==> src/rtl/booth_io_ctrl.sv <==
// Valid/ready wrapper around a Booth multiplier core: accepts operand pairs, fires one start pulse, holds the product for downstream.
// Optional BUSY watchdog with a sticky err flag is enabled by defining BOOTH_IO_TIMEOUT_EN.
module booth_io_ctrl #(
   parameter int N       = 8,
   parameter int TIMEOUT = 64
) (
   input  logic           clk,
   input  logic           rst,
   input  logic           in_valid,
   output logic           in_ready,
   input  logic [N-1:0]   in_a,
   input  logic [N-1:0]   in_b,
   output logic           core_valid,
   output logic [N-1:0]   core_a,
   output logic [N-1:0]   core_b,
   input  logic           core_done,
   input  logic [2*N-1:0] core_product,
   output logic           out_valid,
   input  logic           out_ready,
   output logic [2*N-1:0] out_product,
   output logic           busy,
   output logic           err
);

   typedef enum logic [1:0] {S_IDLE, S_PEND, S_START, S_BUSY} state_t;

   state_t         r_state;
   state_t         w_state_next;
   logic [N-1:0]   r_a;
   logic [N-1:0]   r_b;
   logic [2*N-1:0] r_product;
   logic           r_valid;
   logic           w_slot_empty;
   logic           w_accept;
   logic           w_capture;
   logic           w_timeout;

   // A result being drained this cycle already counts as a free slot.
   assign w_slot_empty = !r_valid || out_ready;
   assign w_accept     = in_valid && (r_state == S_IDLE);
   assign w_capture    = core_done && (r_state == S_BUSY);

`ifdef BOOTH_IO_TIMEOUT_EN
   localparam int CW = $clog2(TIMEOUT + 1);

   logic [CW-1:0] r_cnt;
   logic          r_err;

   // A core_done arriving on the last allowed cycle takes priority over the abort.
   assign w_timeout = (r_state == S_BUSY) && !core_done && (r_cnt == CW'(TIMEOUT - 1));
   assign err       = r_err;

   always_ff @(posedge clk or negedge rst) begin
      if (!rst) begin
         r_cnt <= '0;
         r_err <= 1'b0;
      end else begin
         if (r_state == S_START)
            r_cnt <= '0;
         else if (r_state == S_BUSY)
            r_cnt <= r_cnt + CW'(1);
         if (w_timeout)
            r_err <= 1'b1;
      end
   end
`else
   assign w_timeout = 1'b0;
   assign err       = 1'b0;
`endif

   always_comb begin
      w_state_next = r_state;
      in_ready     = 1'b0;
      core_valid   = 1'b0;
      case (r_state)
         S_IDLE: begin
            in_ready = 1'b1;
            if (in_valid)
               w_state_next = w_slot_empty ? S_START : S_PEND;
         end
         S_PEND: begin
            if (w_slot_empty)
               w_state_next = S_START;
         end
         S_START: begin
            core_valid   = 1'b1;
            w_state_next = S_BUSY;
         end
         S_BUSY: begin
            if (core_done || w_timeout)
               w_state_next = S_IDLE;
         end
         default: w_state_next = S_IDLE;
      endcase
   end

   always_ff @(posedge clk or negedge rst) begin
      if (!rst) begin
         r_state   <= S_IDLE;
         r_a       <= '0;
         r_b       <= '0;
         r_product <= '0;
         r_valid   <= 1'b0;
      end else begin
         r_state <= w_state_next;
         if (w_accept) begin
            r_a <= in_a;
            r_b <= in_b;
         end
         // Capture wins over drain, so a coinciding pair leaves the slot full with the new product.
         if (w_capture) begin
            r_product <= core_product;
            r_valid   <= 1'b1;
         end else if (r_valid && out_ready) begin
            r_valid <= 1'b0;
         end
      end
   end

   assign core_a      = r_a;
   assign core_b      = r_b;
   assign out_valid   = r_valid;
   assign out_product = r_product;
   assign busy        = (r_state != S_IDLE);

endmodule

==> config.mk <==
export PLATFORM = sky130hd
export DESIGN_NAME = booth_io_ctrl
export DESIGN_NICKNAME = d
export VERILOG_FILES = /design/src/rtl/booth_io_ctrl.sv
export SDC_FILE = /design/constraint.sdc
export NUM_CORES = 1
export LEC_CHECK = 0
export CORE_ASPECT_RATIO = 0.9
export CORE_UTILIZATION = 35
export DETAILED_ROUTE_END_ITERATION = 7
export PLACE_DENSITY = 0.85
export SLEW_MARGIN = 20
export SYNTH_ARGS = -nofsm -noshare
export SYNTH_HDL_FRONTEND = slang
export SYNTH_SLANG_ARGS = --single-unit
==> constraint.sdc <==
create_clock -name clk -period 1.5 [get_ports clk]
set_input_delay 0.3 -clock clk [delete_from_list [all_inputs] [get_ports clk]]
set_output_delay 0.3 -clock clk [all_outputs]
set_load 0.05 [all_outputs]
---- Yosys cells after proc, flatten, opt, wreduce, memory -nomap -nowiden ----
Index checks and enable logic that the tools add are counted.
operators by class
  reductions and logical operators ........ 9
  muxes and demuxes ....................... 9
  equal/unequal tests ..................... 6
operators by type and width
  cell                                                                    count
  2-bit two-way mux                                                       4
  2-bit case mux with 4 select lines                                      1
  2-bit != test (second input constant)                                   3
  2-bit equality test (second input constant)                             2
  1-bit two-way mux                                                       4
  2-bit nonzero test                                                      2
  1-bit logical AND                                                       3
  3-bit AND reduction                                                     1
  2-bit by 1-bit equality test with 1-bit output (second input constant)  1
  2-bit logical NOT                                                       1
  1-bit logical NOT                                                       1
  1-bit logical OR                                                        1
storage, ports and cells
  register bits ........................... 35

---- Longest topological paths before layout ----
Gate-level depths: netlist of the first run.
  word-level depth ........................ 5
  depth in mapped cells ................... 6

---- Least setup slack after synthesis of the first run ----
No wires, ideal clock.
  path type ............................... flip-flop to flip-flop
  start ................................... register r_state[0]
  end ..................................... register r_state[0]
  required time ........................... 1,379 ps
  stages on the path, launching flop included .. 7
  buffers on the path ..................... 0
  setup slack ............................. -565 ps
  arrival ................................. 1,943 ps
  setup time .............................. 121 ps
  clock period less this slack ............ 2,065 ps
  cells stage by stage .................... dfrtp_1 -> inv_1 -> ha_1 -> inv_1 -> o22ai_2 -> a21oi_1 -> o22a_1
on the way
  cells in the longest elaborated chain, start to end .. 3
RTL lines
  item                                                                    RTL line  RTL
  start, declared                                                         27        state_t r_state;
  start signal, assigned                                                  105       r_state <= w_state_next;
  2-bit by 1-bit equality test with 1-bit output (tied with other cells)  75        case (r_state)
  2-bit != test (no source line)                                          -
  3-bit AND reduction (no source line)                                    -
Several ways; a longest one is shown, not always the timed one.
A chain may end at the register's enable or synchronous reset.

---- Worst setup path after layout of the first run ----
  start ................................... register r_state[0]
  end ..................................... output busy
on the way
  cells in the longest elaborated chain, start to end .. 1
RTL lines
  item                RTL line  RTL
  2-bit nonzero test  124       assign busy = (r_state != S_IDLE);
  end, declared       21        output logic busy,
No other way between the ends.

==> results of run 1 <==
-- cell usage after synthesis --
| master | instances |
|---|---|
| dfrtp_1 | 35 |
| mux2_2 | 22 |
| mux2_4 | 10 |
| inv_1 | 5 |
| ha_1 | 4 |
| a22oi_1 | 2 |
| a21oi_1 | 1 |
| buf_4 | 1 |
| buf_6 | 1 |
| clkbuf_8 | 1 |
| conb_1 | 1 |
| nand2_1 | 1 |
| nand2_2 | 1 |
| nand2_4 | 1 |
| nand2b_1 | 1 |
| nor2b_1 | 1 |
| o21ai_0 | 1 |
| o22a_1 | 1 |
| o22ai_1 | 1 |
| o22ai_2 | 1 |
-- timing repair --
| item | 4_1_cts | 5_1_grt |
|---|---|---|
| gates cloned | 0 | 1 |
| buffers inserted | 8 | 1 |
| hold endpoints to repair | 0 | 0 |
| pin swaps | 1 | 3 |
| setup endpoints to repair | 1 | 37 |
| resized for setup | 0 | 7 |
-- flip-flops by register name (all words and copies together), names as in the netlist --
register / count
out_product: 16
r_state: 2
core_b: 8
core_a: 8
out_valid: 1
-- final timing paths --
kind	from	endpoint	slack, ns	cells past startpoint
worst min-delay path	rst	out_product[12]	0.05	2
min in group clk	out_product[2]	out_product[2]	0.57	1
worst min register to register	out_product[2]	out_product[2]	0.57	1
worst max register to register	r_state[0]	r_state[0]	0.07	7
worst max-delay path	r_state[0]	busy	-0.03	4
max in group asynchronous	rst	out_product[2]	1.15	2
-- metal layers --
metal | track usage [%] | vias to the layer above | wire length (µm)
met3 | 9.44 | 8 | 302
met2 | 32.3 | 49 | 1950
li1 | - | 495 | -
met1 | 20.0 | 529 | 1370
met4 | 6.25 | 0 | 73
met5 | 0 | - | 0
-- placed cells by master, fill, tap and decap left out --
| cell | instances |
|---|---|
| buf_12 | 37 |
| dfrtp_1 | 35 |
| clkdlybuf4s50_1 | 35 |
| mux2_2 | 22 |
| buf_4 | 13 |
| mux2_4 | 10 |
| clkbuf_8 | 7 |
| inv_2 | 2 |
| inv_1 | 2 |
| a22oi_1 | 2 |
| ha_4 | 2 |
| ha_1 | 2 |
| clkinvlp_4 | 1 |
| nand2_4 | 1 |
| nor2b_1 | 1 |
| o22ai_4 | 1 |
| a21oi_2 | 1 |
| nand2b_1 | 1 |
| o21ai_1 | 1 |
| o22ai_1 | 1 |
| nand2_8 | 1 |
| nand2_1 | 1 |
| o22a_1 | 1 |
| conb_1 | 1 |
| clkbuf_1 | 1 |
| clkbuf_16 | 1 |
| buf_2 | 1 |
| buf_6 | 1 |
-- worst max-delay path: cells and delay by family (launching register included) --
kind                     cells  cell delay (ns)
flip-flops                   1             0.41
adder cells (fa/ha/maj)      1             0.17
buffers and inverters        3             0.36
-- where the power goes --
part / internal (mW) / leakage, nW / total, mW / switching (mW)
clock network: 0.419 / 0.0515 / 0.745 / 0.326
logic: 2.86 / 0.845 / 5.46 / 2.60
registers: 1.43 / 0.416 / 1.97 / 0.540
total: 4.71 / 1.31 / 8.18 / 3.47
-- logic make-up after synthesis --
kind of cell,synth area share [%]
compound gates,3.59
fa+ha+maj,3.42
buf+inv,3.50
flops,59.8
mux,27.2
other cells,0.256
simple gates,2.31
-- stage by stage --
step | hold slack, ns | total power, mW | util (%)
2_1_floorplan | 0.00441 | 4.46 | -
3_3_place_gp | 0.347 | 7.03 | 68.4
3_5_place_dp | 0.369 | 7.20 | 68.4
4_1_cts | 0.0600 | 8.11 | 72.6
5_1_grt | 0.0701 | 8.52 | 74.4
6_report | 0.0458 | 8.18 | 74.4
-- final cells by class --
type,count,area [µm²],area share (%)
repair buffers,88,1230,42.8
flip-flops and latches,35,876,30.5
multi-input cells,49,588,20.5
clock buffers,8,100,3.48
well taps,46,57.6,2.00
inverters,5,22.5,0.784
==> impl_metrics.py, run 1 <==
metrics = {
    "global_routing": {
        "grt_use_total_pct": 18.8,
        "grt_pass1_vias": 1288,
        "grt_antenna_before_repair": 0,
        "overflow": 0,
        "grt_max_degree": 36,
        "grt_pass1_wl_mm": 6.27,
    },
    "sta": {
        "max_freq_mhz": 653,
        "report.final.slew_viol_count": 0,
        "period_share_pct": 102,
        "period_minus_slack_ns": 1.53,
        "setup_tns_ns": -0.0526,
        "fin_ws_ns": -0.0306,
        "finalHoldViolCount": 0,
        "setup_violations": 3,
        "rsz0062_at_grt": "yes",
        "clock_skew_ns": 0.00701,
    },
    "worst_setup_path": {
        "required_ns": 1.20,
        "crit_type": "flip-flop to output pin",
        "cp_max_fo": 4,
        "critical-path-max-stage-delay_ns": 0.41,
        "startpoint_type": "flip-flop",
        "arrival_ns": 1.23,
        "endpoint_kind": "output pin",
        "path_cells": "inv_2 -> ha_4 -> clkinvlp_4 -> buf_12",
        "critPathSlowestCell": "dfrtp_1",
    },
    "detailed_routing": {
        "remaining_drc_errors": 0,
        "detailroute.via_count": 1081,
        "viasPerCell": 4.68,
        "drt-total-wl_mm": 3.70,
        "ant_nets": 0,
        "first_pass_iters": 4,
        "wl_per_cell_um": 16.0,
        "drt_iter0_markers": 21,
    },
    "power": {
        "pwr_density_cell_nw_per_um2": 2850,
        "p_leak_nw": 1.31,
        "vdd_drop_max_v": 0.00239,
    },
    "place": {
        "dp_hpwl_mm": 2.83,
        "dp_cells": 213,
        "gp_congestion": 0.711,
        "port_buffers": 72,
        "preCtsSetupSlack_ns": -0.0345,
        "place_area_um2": 2640,
    },
    "cells_and_area": {
        "nets": 225,
        "fill_cells": 236,
        "diodes": 0,
        "post-route-cell-area_um2": 2870,
        "area_delta_synth_final_pct": 96.2,
        "drive_gt1_share_pct": 54.6,
        "fin_cells": 231,
    },
    "die": {
        "die-area_um2": 4450,
        "io-pin-count": 74,
        "start_util_pct": 37.9,
        "die_y_um": 63.4,
        "die_w_um": 70.2,
        "core_um2": 3860,
        "num_rows": 21,
    },
    "clock_network": {
        "numCtsBuffers": 5,
        "ctsRootBufferMaster": "clkbuf_8",
        "path_clk_slew_ns": 0.07,
        "hold_buffers": 0,
        "cts_tree": "yes",
        "clock_latency_ns": 0.29,
        "cts.sinks": 35,
        "htreeDepth": 2,
        "cts_max_path_buffers": 2,
    },
    "hold_path": {
        "hold_class": "primary input to asynchronous set/reset pin",
    },
    "synthesis": {
        "synth_area_um2": 1470,
        "netlist_top_cells_area": "dfrtp_1, mux2_2, mux2_4, ha_1, inv_1",
        "ys_ff_latch": 35,
        "avgSynthCellArea_um2": 15.9,
        "yosysSeqAreaShare_pct": 59.8,
        "yosys.area.top_type_share_pct": 59.8,
        "synthCells": 92,
        "syn_nets": 133,
        "yosys_warnings": 0,
        "synth_area_leader_cell": "dfrtp_1",
        "yosysUniqueCellTypes": 20,
    },
    "job": {
        "maxCapViolations": 0,
    },
    "outcome": {
        "status": "finished with violations",
        "failed_checks": "setup timing",
    },
}
Power figures use the tool's default switching activity.
==> run 2: changes to the inputs <==
--- a/config.mk
+++ b/config.mk
@@ -8,7 +8,7 @@
 export CORE_ASPECT_RATIO = 0.9
 export CORE_UTILIZATION = 35
 export DETAILED_ROUTE_END_ITERATION = 7
-export PLACE_DENSITY = 0.85
+export PLACE_DENSITY = 0.74
 export SLEW_MARGIN = 20
 export SYNTH_ARGS = -nofsm -noshare
 export SYNTH_HDL_FRONTEND = slang
==> impl_metrics.py, run 2 (synthesis results as in run 1) <==
metrics = {
    "job": {
        "maxCapViolations": 0,
    },
    "worst_setup_path": {
        "arrival_ns": 1.18,
        "cp_max_fo": 3,
        "rr_startpoint": "r_state[0]",
        "startpoint_type": "flip-flop",
        "endpoint_kind": "output pin",
        "worstRegToRegCells": 5,
        "required_ns": 1.20,
        "crit_type": "flip-flop to output pin",
        "reg2reg_to": "out_product[0]",
        "ff2ff_setup_slack_ns": 0.04,
    },
    "die": {
        "die_y_um": 63.4,
        "start_util_pct": 37.9,
        "die-area_um2": 4450,
        "core_um2": 3860,
        "io-pin-count": 74,
        "die_w_um": 70.2,
        "num_rows": 21,
    },
    "sta": {
        "finalHoldViolCount": 0,
        "clock_skew_ns": 0.00347,
        "rsz0062_at_grt": "yes",
        "max_freq_mhz": 675,
        "period_share_pct": 98.8,
        "fin_ws_ns": 0.0185,
        "report.final.slew_viol_count": 0,
        "setup_violations": 0,
        "period_minus_slack_ns": 1.48,
    },
    "clock_network": {
        "clock_latency_ns": 0.28,
        "ctsRootBufferMaster": "clkbuf_8",
        "cts_max_path_buffers": 2,
        "numCtsBuffers": 5,
        "cts_tree": "yes",
        "path_clk_slew_ns": 0.07,
        "htreeDepth": 2,
        "hold_buffers": 0,
        "cts.sinks": 35,
    },
    "cells_and_area": {
        "diodes": 0,
        "fin_cells": 227,
        "post-route-cell-area_um2": 2860,
        "area_delta_synth_final_pct": 95.0,
        "final_cell_mix": "buf_12, clkdlybuf4s50_1, dfrtp_1",
        "multiInputGateArea_um2": 588,
        "fill_cells": 237,
        "largest_reg_flops": 16,
        "drive_gt1_share_pct": 52.5,
        "nets": 221,
        "seq_area_um2": 876,
        "final_common_cell": "buf_12",
    },
    "global_routing": {
        "grt_antenna_before_repair": 0,
        "grt_max_degree": 36,
        "grt_pass1_wl_mm": 5.62,
        "overflow": 0,
        "grt_pass1_vias": 1135,
        "grt_use_total_pct": 17.1,
    },
    "power": {
        "finalPower_mw": 8.02,
        "p_leak_nw": 1.30,
        "vdd_drop_max_v": 0.00176,
        "pwr_density_cell_nw_per_um2": 2810,
    },
    "detailed_routing": {
        "detailroute.via_count": 1057,
        "viasPerCell": 4.66,
        "wl_per_cell_um": 16.3,
        "first_pass_iters": 4,
        "drt_iter0_markers": 42,
        "ant_nets": 0,
        "remaining_drc_errors": 0,
        "drt-total-wl_mm": 3.70,
    },
    "place": {
        "port_buffers": 72,
        "place_area_um2": 2650,
        "gp_congestion": 0.692,
        "dp_hpwl_mm": 2.67,
        "preCtsSetupSlack_ns": -0.0594,
        "dp_cells": 211,
    },
    "hold_path": {
        "hold_class": "primary input to asynchronous set/reset pin",
    },
    "outcome": {
        "status": "completed",
    },
}
## run 2: timing repair
item | in CTS | in global routing
hold endpoints to repair | 0 | 0
buffers inserted | 6 | 0
gates resized for setup | 0 | 6
cloned | 0 | 2
pin swaps | 1 | 0
endpoints found under the setup margin | 1 | 31
## run 2: where the power goes
group,internal (mW),switching (mW),total (mW)
clock,0.326,0.325,0.651
sequential,1.43,0.529,1.96
combinational,2.83,2.58,5.40
## run 2: routing by layer
metal  vias to the layer above  wire [µm]  global-route usage, %
li1                        490          -                      -
met1                       521       1410                   19.2
met2                        44       1990                   28.2
met3                         2        276                   8.16
met4                         0         28                   6.00
met5                         -          0                      0
## run 2: how the worst max path moves through the flow
stage	start	to	slack [ns]	cells after the start
detailed placement	in_valid	core_b[2]	-0.06	3
global placement	in_valid	core_b[2]	-0.04	3
finish	r_state[1]	busy	0.02	4
CTS	r_state[1]	core_b[2]	0.004	5
floorplan	r_state[1]	r_state[0]	-0.15	6
global route	r_state[1]	busy	-0.04	4
## run 2: area by class of cell
| cell class | instances | share of cell area (%) |
|---|---|---|
| Clock inverter | 1 | 0.175 |
| Inverter | 5 | 0.788 |
| Tap cell | 46 | 2.01 |
| Clock buffer | 7 | 2.67 |
| Timing Repair Buffer | 84 | 43.1 |
| Multi-Input combinational cell | 49 | 20.6 |
| Sequential cell | 35 | 30.7 |
## run 2: critical path: stages, from the launching register on
cell and delay [ns]:
dfrtp_1 0.41, inv_2 0.09, ha_4 0.15, clkinvlp_4 0.10
buf_12 0.15
## run 2: metrics by stage
step | hold WS [ns] | setup TNS [ns] | util [%]
floorplan | 0.00441 | -0.210 | -
global placement | 0.552 | -0.313 | 68.5
detailed placement | 0.564 | -0.511 | 68.5
CTS | 0.393 | 0 | 71.8
global route | 0.391 | -0.0890 | 74.0
finish | 0.389 | 0 | 74.0
==> run 3: changes to the inputs <==
--- a/config.mk
+++ b/config.mk
@@ -5,9 +5,11 @@
 export SDC_FILE = /design/constraint.sdc
 export NUM_CORES = 1
 export LEC_CHECK = 0
-export CORE_ASPECT_RATIO = 0.9
+export ABC_AREA = 1
+export CORE_ASPECT_RATIO = 1.25
 export CORE_UTILIZATION = 35
 export DETAILED_ROUTE_END_ITERATION = 7
+export MAX_ROUTING_LAYER = met4
 export PLACE_DENSITY = 0.74
 export SLEW_MARGIN = 20
 export SYNTH_ARGS = -nofsm -noshare
==> impl_metrics.py, run 3 <==
metrics = {
    "outcome": {
        "status": "completed",
    },
    "cells_and_area": {
        "nets": 294,
        "diodes": 0,
        "final_cell_mix": "nand2_1, buf_12, dfrtp_1, clkdlybuf4s50_1, nand3_1",
        "seq_area_um2": 876,
        "post-route-cell-area_um2": 2760,
        "drive_gt1_share_pct": 23.8,
        "final_common_cell": "nand2_1",
        "area_delta_synth_final_pct": 81.5,
        "fill_cells": 328,
        "final_util_pct": 66.7,
        "largest_reg_flops": 16,
        "multiInputGateArea_um2": 554,
    },
    "worst_setup_path": {
        "endpoint_kind": "output pin",
        "ff2ff_setup_slack_ns": 0.15,
        "required_ns": 1.20,
        "startpoint_type": "flip-flop",
        "arrival_ns": 1.16,
        "critical-path-max-stage-delay_ns": 0.42,
        "rr_startpoint": "r_state[0]",
        "path_cells": "inv_2 -> ha_1 -> buf_12",
        "worstRegToRegCells": 4,
        "reg2reg_to": "out_product[5]",
        "cp_max_fo": 3,
        "critPathSlowestCell": "dfrtp_1",
        "crit_type": "flip-flop to output pin",
    },
    "synthesis": {
        "yosysMostFrequentCell": "nand2_1",
        "async_flop_share_pct": 100,
        "yosysUniqueCellTypes": 13,
        "avgSynthCellArea_um2": 8.67,
        "syn_nets": 216,
        "synth_area_leader_cell": "dfrtp_1",
        "yosys-top-cells-count": "nand2_1, dfrtp_1, nand3_1",
        "yosys.area.top_type_share_pct": 57.7,
        "synth_flop_cell": "dfrtp_1",
        "synth-edff-count": 0,
        "synth_area_um2": 1520,
        "ys_ff_latch": 35,
        "synthCells": 175,
        "netlist_top_cells_area": "dfrtp_1, nand2_1, nand3_1, ha_1, buf_4",
        "yosys_warnings": 0,
        "yosysSeqAreaShare_pct": 57.7,
    },
    "die": {
        "die_y_um": 75.6,
        "start_util_pct": 36.7,
        "num_rows": 26,
        "die-area_um2": 4610,
        "core_um2": 4130,
        "die_w_um": 60.9,
        "io-pin-count": 74,
    },
    "clock_network": {
        "cts.sinks": 35,
        "cts_max_path_buffers": 2,
        "path_clk_slew_ns": 0.07,
        "ctsRootBufferMaster": "clkbuf_8",
        "numCtsBuffers": 5,
        "cts_tree": "yes",
        "htreeDepth": 2,
        "clock_latency_ns": 0.28,
    },
    "detailed_routing": {
        "wl_per_cell_um": 11.6,
        "detailroute.via_count": 1423,
        "first_pass_iters": 4,
        "drt-total-wl_mm": 3.56,
        "drt_iter0_markers": 73,
        "viasPerCell": 4.62,
        "remaining_drc_errors": 0,
        "ant_nets": 0,
    },
    "sta": {
        "setup_violations": 0,
        "setup_tns_ns": 0,
        "rsz0062_at_grt": "no",
        "clock_skew_ns": 0.00628,
        "report.final.slew_viol_count": 0,
        "period_share_pct": 97.5,
        "finalHoldViolCount": 0,
        "max_freq_mhz": 684,
        "period_minus_slack_ns": 1.46,
    },
    "place": {
        "dp_hpwl_mm": 2.77,
        "place_area_um2": 2660,
        "gp_congestion": 0.805,
        "port_buffers": 72,
    },
    "global_routing": {
        "overflow": 0,
        "grt_use_total_pct": 17.4,
        "grt_antenna_before_repair": 0,
        "grt_max_degree": 18,
        "grt_pass1_wl_mm": 5.75,
        "grt_pass1_vias": 1402,
    },
    "hold_path": {
        "hold_class": "primary input to asynchronous set/reset pin",
    },
    "power": {
        "vdd_drop_max_v": 0.00118,
        "p_leak_nw": 1.38,
        "pwr_density_cell_nw_per_um2": 2550,
    },
    "job": {
        "maxCapViolations": 0,
    },
}
[run 3: cell count changes after synthesis, sizes merged, moves of 2 or more]
cell   change
buf        +9
nand3     +34
mux2      -32
o22ai      -2
nand2     +78
a22oi      -2
inv        +2
[run 3: worst max-delay path by stage]
| stage | start | end | slack, ns | cells past startpoint |
|---|---|---|---|---|
| 5_1_grt | r_state[1] | busy | 0.003 | 4 |
| 2_1_floorplan | r_state[0] | r_state[0] | 0.08 | 8 |
| 3_3_place_gp | core_done | out_product[11] | 0.10 | 4 |
| 3_5_place_dp | in_valid | core_a[0] | 0.06 | 4 |
| 4_1_cts | r_state[0] | busy | 0.01 | 4 |
| 6_report | r_state[0] | core_valid | 0.04 | 3 |
[run 3: layer usage]
metal  share of wire [%]  GRT usage [%]
met4                 1.3           7.83
met2                  52           29.7
met1                  41           19.7
met3                 5.7           3.06
met5                   0              -
[run 3: what timing repair did]
item	CTS	global route
hold buffers	1	0
setup endpoints to repair	3	4
buffers inserted	1	1
hold endpoints to repair	4	0
pin swaps	1	0
cloned	0	0
gates resized for setup	2	1
[run 3: cell type report]
type / count / share of cell area, %
Clock buffer: 6 / 2.63
Inverter: 7 / 1.04
Multi-Input combinational cell: 122 / 20.1
Sequential cell: 35 / 31.8
Tap cell: 56 / 2.54
Timing Repair Buffer: 82 / 41.9
[run 3: per-stage QoR]
stage	hold WS [ns]	total power [mW]	setup slack (ns)	cells
floorplan	0.00441	4.03	0.0753	175
global placement	0.129	6.37	0.102	299
detailed placement	0.130	6.44	0.0567	299
CTS	0.368	7.09	0.0107	307
global route	0.387	7.41	0.00325	308
finish	0.372	7.03	0.0373	308
[run 3: worst max-delay path: cells and delay by family (launching register included)]
family	cells	cell delay, ns
flip-flops	1	0.42
buffers and inverters	2	0.24
adder cells (fa/ha/maj)	1	0.22
[run 3: where the power goes]
group	total (mW)	internal (mW)	leakage, nW	switching [mW]
Sequential	1.85	1.38	0.438	0.473
Combinational	4.58	2.15	0.906	2.43
Clock	0.602	0.309	0.0371	0.293
[run 3: logic make-up after synthesis]
logic type | synth area share, %
DFF | 57.7
AOI/OAI and AO/OA | 0.329
buffers and inverters | 6.59
adders and majority gates | 3.30
and+or+nand+nor | 31.8
other | 0.247
